<file path="src/rtl/mult_div_unit.sv">
// Iterative 32-bit multiply/divide unit holding the architectural HI/LO registers.
// One bit is processed per cycle; signed ops work on magnitudes and fix up the sign at the end.
module mult_div_unit #(
   parameter int CYCLES = 32
) (
   input  logic        Clk,
   input  logic        Rst,
   input  logic        Start,
   input  logic [1:0]  Op,
   input  logic [31:0] OpA,
   input  logic [31:0] OpB,
   input  logic        WriteHi,
   input  logic        WriteLo,
   input  logic [31:0] WriteData,
   output logic        Busy,
   output logic        Done,
   output logic        DivByZero,
   output logic [31:0] Hi,
   output logic [31:0] Lo
);

   localparam int CW = $clog2(CYCLES);

   typedef enum logic [1:0] {IDLE, CALC, FIX} state_t;

   state_t        state_q;
   logic [CW-1:0] cnt_q;
   logic          isDiv_q;
   logic          signA_q;
   logic          signB_q;
   logic [31:0]   magA_q;
   logic [31:0]   magB_q;
   logic [63:0]   acc_q;
   logic [31:0]   hi_q;
   logic [31:0]   lo_q;
   logic          busy_q;
   logic          done_q;
   logic          dbz_q;

   logic          signA_d;
   logic          signB_d;
   logic [31:0]   magA_d;
   logic [31:0]   magB_d;

   logic [32:0]   addSum;
   logic [32:0]   remShift;
   logic [31:0]   remDiff;
   logic [63:0]   accIter;
   logic [63:0]   prodFix;
   logic [31:0]   hiFix;
   logic [31:0]   loFix;
   logic          dbzFix;

   // Op[0]=0 selects the signed variants (MULT/DIV); unsigned ops keep raw operands.
   always_comb begin
      signA_d = ~Op[0] & OpA[31];
      signB_d = ~Op[0] & OpB[31];
      magA_d  = signA_d ? -OpA : OpA;
      magB_d  = signB_d ? -OpB : OpB;
   end

   // Multiply: acc holds {partial product, remaining multiplier bits}.
   // Divide: acc holds {remainder, dividend bits shifting out / quotient bits shifting in}.
   always_comb begin
      addSum   = {1'b0, acc_q[63:32]} + {1'b0, (acc_q[0] ? magA_q : 32'd0)};
      remShift = {acc_q[63:32], acc_q[31]};
      remDiff  = remShift[31:0] - magB_q;
      if (isDiv_q) begin
         if (remShift >= {1'b0, magB_q}) begin
            accIter = {remDiff, acc_q[30:0], 1'b1};
         end else begin
            accIter = {remShift[31:0], acc_q[30:0], 1'b0};
         end
      end else begin
         accIter = {addSum, acc_q[31:1]};
      end
   end

   always_comb begin
      prodFix = (signA_q ^ signB_q) ? -acc_q : acc_q;
      hiFix   = prodFix[63:32];
      loFix   = prodFix[31:0];
      dbzFix  = 1'b0;
      if (isDiv_q) begin
         if (magB_q == 32'd0) begin
            // Hand back the original dividend so software can inspect it.
            loFix  = 32'hFFFF_FFFF;
            hiFix  = signA_q ? -magA_q : magA_q;
            dbzFix = 1'b1;
         end else begin
            loFix  = (signA_q ^ signB_q) ? -acc_q[31:0] : acc_q[31:0];
            hiFix  = signA_q ? -acc_q[63:32] : acc_q[63:32];
         end
      end
   end

   always_ff @(posedge Clk) begin
      if (!Rst) begin
         state_q <= IDLE;
         cnt_q   <= '0;
         isDiv_q <= 1'b0;
         signA_q <= 1'b0;
         signB_q <= 1'b0;
         magA_q  <= '0;
         magB_q  <= '0;
         acc_q   <= '0;
         hi_q    <= '0;
         lo_q    <= '0;
         busy_q  <= 1'b0;
         done_q  <= 1'b0;
         dbz_q   <= 1'b0;
      end else begin
         done_q <= 1'b0;
         dbz_q  <= 1'b0;
         case (state_q)
            IDLE: begin
               // Start takes priority over a same-cycle MTHI/MTLO.
               if (Start) begin
                  state_q <= CALC;
                  busy_q  <= 1'b1;
                  cnt_q   <= '0;
                  isDiv_q <= Op[1];
                  signA_q <= signA_d;
                  signB_q <= signB_d;
                  magA_q  <= magA_d;
                  magB_q  <= magB_d;
                  acc_q   <= {32'd0, (Op[1] ? magA_d : magB_d)};
               end else begin
                  if (WriteHi) hi_q <= WriteData;
                  if (WriteLo) lo_q <= WriteData;
               end
            end
            CALC: begin
               acc_q <= accIter;
               cnt_q <= cnt_q + CW'(1);
               if (cnt_q == CW'(CYCLES - 1)) state_q <= FIX;
            end
            FIX: begin
               state_q <= IDLE;
               busy_q  <= 1'b0;
               done_q  <= 1'b1;
               dbz_q   <= dbzFix;
               hi_q    <= hiFix;
               lo_q    <= loFix;
            end
            default: state_q <= IDLE;
         endcase
      end
   end

   assign Busy      = busy_q;
   assign Done      = done_q;
   assign DivByZero = dbz_q;
   assign Hi        = hi_q;
   assign Lo        = lo_q;

endmodule

</file>
<file path="config.mk">
export PLATFORM = sky130hd
export DESIGN_NAME = mult_div_unit
export DESIGN_NICKNAME = d
export VERILOG_FILES = /design/src/rtl/mult_div_unit.sv
export SDC_FILE = /design/constraint.sdc
export NUM_CORES = 1
export LEC_CHECK = 0
export CAP_MARGIN = 20
export CORE_AREA = 2 2 225 227
export DETAILED_ROUTE_END_ITERATION = 8
export DIE_AREA = 0 0 227 229
export PLACE_DENSITY = 0.56
export SLEW_MARGIN = 20
export SYNTH_ARGS = -nofsm -noshare
export SYNTH_HDL_FRONTEND = slang
export SYNTH_SLANG_ARGS = --single-unit
</file>
<file path="constraint.sdc">
create_clock -name Clk -period 8.14 [get_ports Clk]
set_input_delay 0.814 -clock Clk [delete_from_list [all_inputs] [get_ports Clk]]
set_output_delay 0.814 -clock Clk [all_outputs]
set_load 0.02 [all_outputs]
</file>
==> impl_metrics.json, run 1 <==
{
  "cts_sinks": 205,
  "post-dp-hpwl_um": 55800,
  "cts_root_buf": "clkbuf_16",
  "drv_slew": 0,
  "regToRegSetupSlack_ns": 4.29,
  "cts_buffers": 25,
  "ioPinCount": 170,
  "p_leak_nw": 7.57,
  "grt_overflow": 0,
  "critPathRequiredTime_ns": 8.55,
  "drive_gt1_frac": 0.0467,
  "rr_worst_depth": 11,
  "fillers": 5224,
  "core-area_um2": 49700,
  "synthArstFlopShare": 0,
  "status": "finished, final reports clean",
  "min_from": "cnt_q[3]$_SDFFE_PN0P_",
  "fp.dieArea_um2": 52000,
  "antenna_found_initial": 2,
  "grt_usage": 0.272,
  "syn_to_final_growth_pct": 16.9,
  "hold_class": "flip-flop to flip-flop",
  "htreeDepth": 1,
  "p_per_area_nw_per_um2": 164,
  "path_cells": "ha_1 > nor2b_1 > o2111ai_1 > a311o_1 > a211o_1 > a21oi_1 > nor3_2 > buf_4 > nand2b_1 > a2111oi_0 > a311oi_1",
  "yosysTopAreaCellShare": 0.238,
  "layout_worst_path_cycle_share": 0.472,
  "viasPerCell": 6.01,
  "arrival_ns": 4.26,
  "postCtsResizedCells": 0,
  "synth_seq_cells": 205,
  "dieWidth_um": 227,
  "ir_drop_uv": 134,
  "ys_seq_area_frac": 0.238,
  "post-cts-setup-buffers": 0,
  "postCtsHoldBufs": 0,
  "path_class": "flip-flop to flip-flop",
  "whs_path_depth": 1,
  "syn-cell-area_um2": 17200,
  "finalCriticalPeriod_ns": 3.85,
  "skew_ns": 0.0171,
  "end_kind": "flip-flop",
  "min_to": "cnt_q[3]$_SDFFE_PN0P_",
  "reg2reg_to": "acc_q[59]$_SDFFE_PN0P_",
  "rr_startpoint": "acc_q[32]$_SDFFE_PN0P_",
  "crit_path_top_delay_cell": "a2111oi_0",
  "grt_pass1_vias": 17438,
  "hold_violations": 0,
  "cp-start-kind": "flip-flop",
  "grt_first_pass_wirelength_um": 108000,
  "synth_edf_count": 0,
  "setup_violations": 0,
  "die_h_um": 229,
  "grt_setup_unrepaired": "no",
  "vias": 18448,
  "synth_ff_type": "dfxtp_1",
  "slowest_delay_ns": 0.71,
  "fmax_ghz": 0.260,
  "nets": 2556,
  "dr.first_iter.drc_count": 1796,
  "drc": 0,
  "yosysTopAreaCell": "dfxtp_1",
  "syn_inst": 2344,
  "finalSetupTns_ns": 0,
  "synth.distinct_cells": 83,
  "drt_first_pass_iters": 6,
  "core.rowCount": 82,
  "cp_max_fo": 52,
  "maxCapViolCount": 0,
  "io_buffers": 169,
  "clkLatencyLatePin_ns": 0.57,
  "ys_top_cells_by_area": "dfxtp_1, a21oi_1, xnor2_1, ha_1, nor2_1",
  "routedWlPerCell_um": 23.6,
  "place_congestion": 0.940,
  "antenna_left": 0,
  "initial_core_util": 0.347,
  "slew_headroom": 0.213,
  "clk_pin_slew_worst_paths_ns": 0.06,
  "yosysWarnings": 0,
  "wirelength_um": 72400,
  "syn_nets": 2520,
  "worst_slew_pin_slew_ns": 1.18,
  "power_w": 0.00329,
  "syn_avg_cell_area_um2": 7.35,
  "grt_max_degree": 80,
  "clockBufferDepth": 3,
  "cts_tree": "done"
}
## kinds of logic (layout without fill, tap and decap cells)
kind of cell	count (synthesis)	in the layout	synth area share
fa+ha+maj	73	73	0.0539
other cells	0	1	0
simple gates	780	780	0.217
buf+inv	270	322	0.0599
xor+xnor	185	185	0.0940
mux	65	65	0.0421
flops	205	205	0.238
compound gates	766	766	0.295
## layout by cell type (no fill, tap or decap), types with 76 or more instances in the layout
| cell | synthesis | layout |
|---|---|---|
| a211oi_1 | 96 | 96 |
| a21oi_1 | 195 | 195 |
| clkdlybuf4s50_1 | 0 | 169 |
| dfxtp_1 | 205 | 203 |
| inv_1 | 80 | 80 |
| nand2_1 | 225 | 225 |
| nor2_1 | 233 | 231 |
| o21ai_0 | 145 | 144 |
| xnor2_1 | 108 | 107 |
| xor2_1 | 77 | 76 |
## cells in the mapped netlist (6+ instances only)
cell	count
nor2_1	233
nand2_1	225
dfxtp_1	205
a21oi_1	195
clkbuf_1	175
o21ai_0	145
xnor2_1	108
a211oi_1	96
inv_1	80
xor2_1	77
ha_1	71
nor3_1	57
mux2i_1	50
nand3_1	42
o221ai_1	40
and2_1	39
o31ai_1	34
or3_1	31
a21o_1	30
a31oi_1	27
o211ai_1	27
nor4_1	25
a311oi_1	24
nand2b_1	22
nand4_1	21
nor2b_1	18
a22oi_1	16
and3_1	16
o41ai_1	16
or4_1	16
o21a_1	14
a221o_1	12
a221oi_1	10
mux2_2	10
o21bai_1	10
o311ai_0	8
o2111ai_1	7
buf_2	6
nor3b_1	6
o21ai_1	6
## critical path, delay by kind of cell, from the launching register on
family,cells,cell delay (ns)
adders and majority gates,1,0.23
buffers and inverters,1,0.31
and+or+nand+nor,3,0.51
AOI/OAI and AO/OA,6,1.96
DFF,1,0.65
## worst max path at each step
stage	startpoint	endpoint	slack [ns]	cells after the start
2_1_floorplan	OpB[0]	acc_q[26]$_SDFFE_PN0P_	4.83	11
3_3_place_gp	OpB[0]	acc_q[26]$_SDFFE_PN0P_	4.02	12
3_5_place_dp	OpB[0]	acc_q[26]$_SDFFE_PN0P_	4.02	12
4_1_cts	acc_q[31]$_SDFFE_PN0P_	acc_q[62]$_SDFFE_PN0P_	4.31	13
5_1_grt	acc_q[31]$_SDFFE_PN0P_	acc_q[62]$_SDFFE_PN0P_	3.97	13
6_report	acc_q[32]$_SDFFE_PN0P_	acc_q[59]$_SDFFE_PN0P_	4.29	11
## routing by layer
layer / vias to the layer above / part of all wire / track usage
met5: - / 0 / 0
met4: 0 / 0.032 / 0.0852
met3: 121 / 0.067 / 0.0360
met2: 680 / 0.47 / 0.452
met1: 8961 / 0.43 / 0.365
li1: 8686 / - / -
## registers in the layout, summed over array words and instances, names as in the netlist
| signal | count |
|---|---|
| Busy | 1 |
| state_q | 2 |
| DivByZero | 1 |
| signA_q | 1 |
| acc_q | 64 |
| signB_q | 1 |
| Done | 1 |
| Lo | 32 |
| isDiv_q | 1 |
| magB_q | 32 |
| cnt_q | 5 |
| magA_q | 32 |
| Hi | 32 |
## power by group
group	total (W)	internal [W]	switching, W
clock network	0.00117	0.000691	0.000477
registers	0.00120	0.00107	0.000128
logic	0.000927	0.000358	0.000569
## final cells by class
cell class	instances	area, µm²	share of cell area
antenna	1	2.50	0.000124
clock buffer	37	701	0.0348
clock inverter	6	126	0.00627
inverter	82	310	0.0154
multi-input combinational	1869	12200	0.603
sequential	205	4110	0.204
tap	672	841	0.0417
timing repair buffer	197	1900	0.0944
## through the flow
step / std cells / setup slack (ns) / util / hold slack [ns] / area [µm²]
after global placement: 3025 / 4.02 / 0.389 / 0.439 / 19300
final: 3069 / 4.29 / 0.406 / 0.446 / 20100
after floorplan: 2344 / 4.83 / - / 0.415 / 17200
after CTS: 3068 / 4.31 / 0.406 / 0.449 / 20100
after global routing: 3068 / 3.97 / 0.406 / 0.475 / 20100
after detailed placement: 3025 / 4.02 / 0.389 / 0.441 / 19300
Power figures use the tool's default switching activity.
==> run 2: changes to the inputs <==
Clock period 8.14 ns to 4 ns, I/O delays scaled along.
==> impl_metrics.json, run 2 (same netlist as run 1, synthesis figures left out) <==
{
  "status": "finished, final reports clean",
  "syn_to_final_growth_pct": 19.9,
  "grt_pass1_vias": 17965,
  "drc": 0,
  "fmax_ghz": 0.286,
  "die_h_um": 229,
  "top_register": "acc_q",
  "critPathRequiredTime_ns": 4.44,
  "io_buffers": 169,
  "arrival_ns": 3.94,
  "p_leak_nw": 7.91,
  "ir_drop_uv": 328,
  "grt_max_degree": 144,
  "place_congestion": 0.993,
  "largest_reg_flops": 64,
  "grt_usage": 0.278,
  "cp_max_fo": 8,
  "clk_pin_slew_worst_paths_ns": 0.06,
  "nets": 2615,
  "finalSetupTns_ns": 0,
  "htreeDepth": 1,
  "post-cts-setup-buffers": 0,
  "cts_tree": "done",
  "core-area_um2": 49700,
  "setup_violations": 0,
  "maxCapViolCount": 0,
  "dieWidth_um": 227,
  "hold_class": "flip-flop to flip-flop",
  "cts_sinks": 205,
  "clockBufferDepth": 3,
  "drv_slew": 0,
  "ioPinCount": 170,
  "antenna_left": 0,
  "slew_headroom": 0.419,
  "finalCriticalPeriod_ns": 3.50,
  "core.rowCount": 82,
  "antenna_found_initial": 2,
  "skew_ns": 0.0259,
  "cts_root_buf": "clkbuf_16",
  "grt_setup_unrepaired": "no",
  "mostFrequentLayoutCell": "nor2_1",
  "routedWlPerCell_um": 23.5,
  "grt_overflow": 0,
  "path_class": "flip-flop to flip-flop",
  "vias": 18690,
  "fp.dieArea_um2": 52000,
  "dr.first_iter.drc_count": 2096,
  "clkLatencyLatePin_ns": 0.55,
  "postCtsResizedCells": 0,
  "p_per_area_nw_per_um2": 332,
  "path_cells": "inv_1 > ha_1 > or3b_1 > or2_2 > or4b_1 > o41ai_1 > xor2_1 > nand2_1 > o211ai_1 > a221oi_1",
  "end_kind": "flip-flop",
  "initial_core_util": 0.347,
  "hold_violations": 0,
  "postCtsHoldBufs": 0,
  "layout_common_cells": "nor2_1, nand2_1, dfxtp_1, a21oi_1, clkdlybuf4s50_1",
  "cp-start-kind": "flip-flop",
  "drive_gt1_frac": 0.0724,
  "slowest_delay_ns": 0.63,
  "drt_first_pass_iters": 5,
  "wirelength_um": 73400,
  "setup_ws_ns": 0.503,
  "viasPerCell": 5.97,
  "worst_slew_pin_slew_ns": 0.868,
  "post-dp-hpwl_um": 58000,
  "dp_slack_ns": 0.293,
  "layout_worst_path_cycle_share": 0.874,
  "grt_first_pass_wirelength_um": 110000,
  "cts_buffers": 25,
  "crit_path_top_delay_cell": "or4b_1"
}
[run 2: cell types whose count changed in the layout (fill, tap and decap cells not counted)]
cell and delta:
buf_4 +56, clkinv_2 +5, nor2b_1 +1, bufinv_16 +1, inv_16 -1, clkbuf_1 -5, nor2b_2 -1, inv_6 +1
clkinv_4 +1, clkbuf_8 +1, buf_12 +3
[run 2: area by class of cell]
| cell class | instances | area, µm² |
|---|---|---|
| multi-input combinational | 1869 | 12200 |
| clock buffer | 33 | 696 |
| clock inverter | 13 | 179 |
| timing repair buffer | 256 | 2380 |
| inverter | 82 | 310 |
| sequential | 205 | 4110 |
| tap | 672 | 841 |
| fill | 5221 | 29000 |
| antenna | 1 | 2.50 |
[run 2: per-stage QoR]
stage / instances / total power (W) / area [µm²] / hold slack (ns) / utilization
2_1_floorplan: 2344 / 0.00358 / 17200 / 0.415 / -
3_3_place_gp: 3084 / 0.00439 / 19800 / 0.425 / 0.399
3_5_place_dp: 3084 / 0.00441 / 19800 / 0.442 / 0.399
4_1_cts: 3130 / 0.00685 / 20700 / 0.450 / 0.416
5_1_grt: 3130 / 0.00716 / 20700 / 0.473 / 0.416
6_report: 3131 / 0.00685 / 20700 / 0.451 / 0.416
[run 2: path summary, 6_finish.rpt]
kind / startpoint / slack (ns) / endpoint / depth (start not counted)
worst min-delay path: cnt_q[3]$_SDFFE_PN0P_ / 0.45 / cnt_q[3]$_SDFFE_PN0P_ / 1
worst max-delay path: acc_q[33]$_SDFFE_PN0P_ / 0.50 / Hi[30]$_SDFFE_PN0P_ / 10
worst max register to register: acc_q[33]$_SDFFE_PN0P_ / 0.50 / Hi[30]$_SDFFE_PN0P_ / 10
worst min register to register: cnt_q[3]$_SDFFE_PN0P_ / 0.45 / cnt_q[3]$_SDFFE_PN0P_ / 1
[run 2: power breakdown]
group          total (W)  internal [W]  switching [W]
logic            0.00200      0.000776        0.00123
clock network    0.00245       0.00148       0.000970
registers        0.00240       0.00218       0.000219
[run 2: routing by layer]
layer / vias to the layer above / GRT usage / part of all wire
met5: - / 0 / 0.00019
met4: 2 / 0.103 / 0.041
met3: 139 / 0.0475 / 0.084
met2: 756 / 0.446 / 0.45
met1: 8982 / 0.373 / 0.42
li1: 8811 / - / -
[run 2: worst max-delay path, delay by kind of cell, from the launching register on]
| kind | cells | cell delay [ns] |
|---|---|---|
| compound gates | 3 | 0.92 |
| fa+ha+maj | 1 | 0.22 |
| flops | 1 | 0.42 |
| buf+inv | 1 | 0.13 |
| xor+xnor | 1 | 0.12 |
| simple gates | 4 | 1.59 |
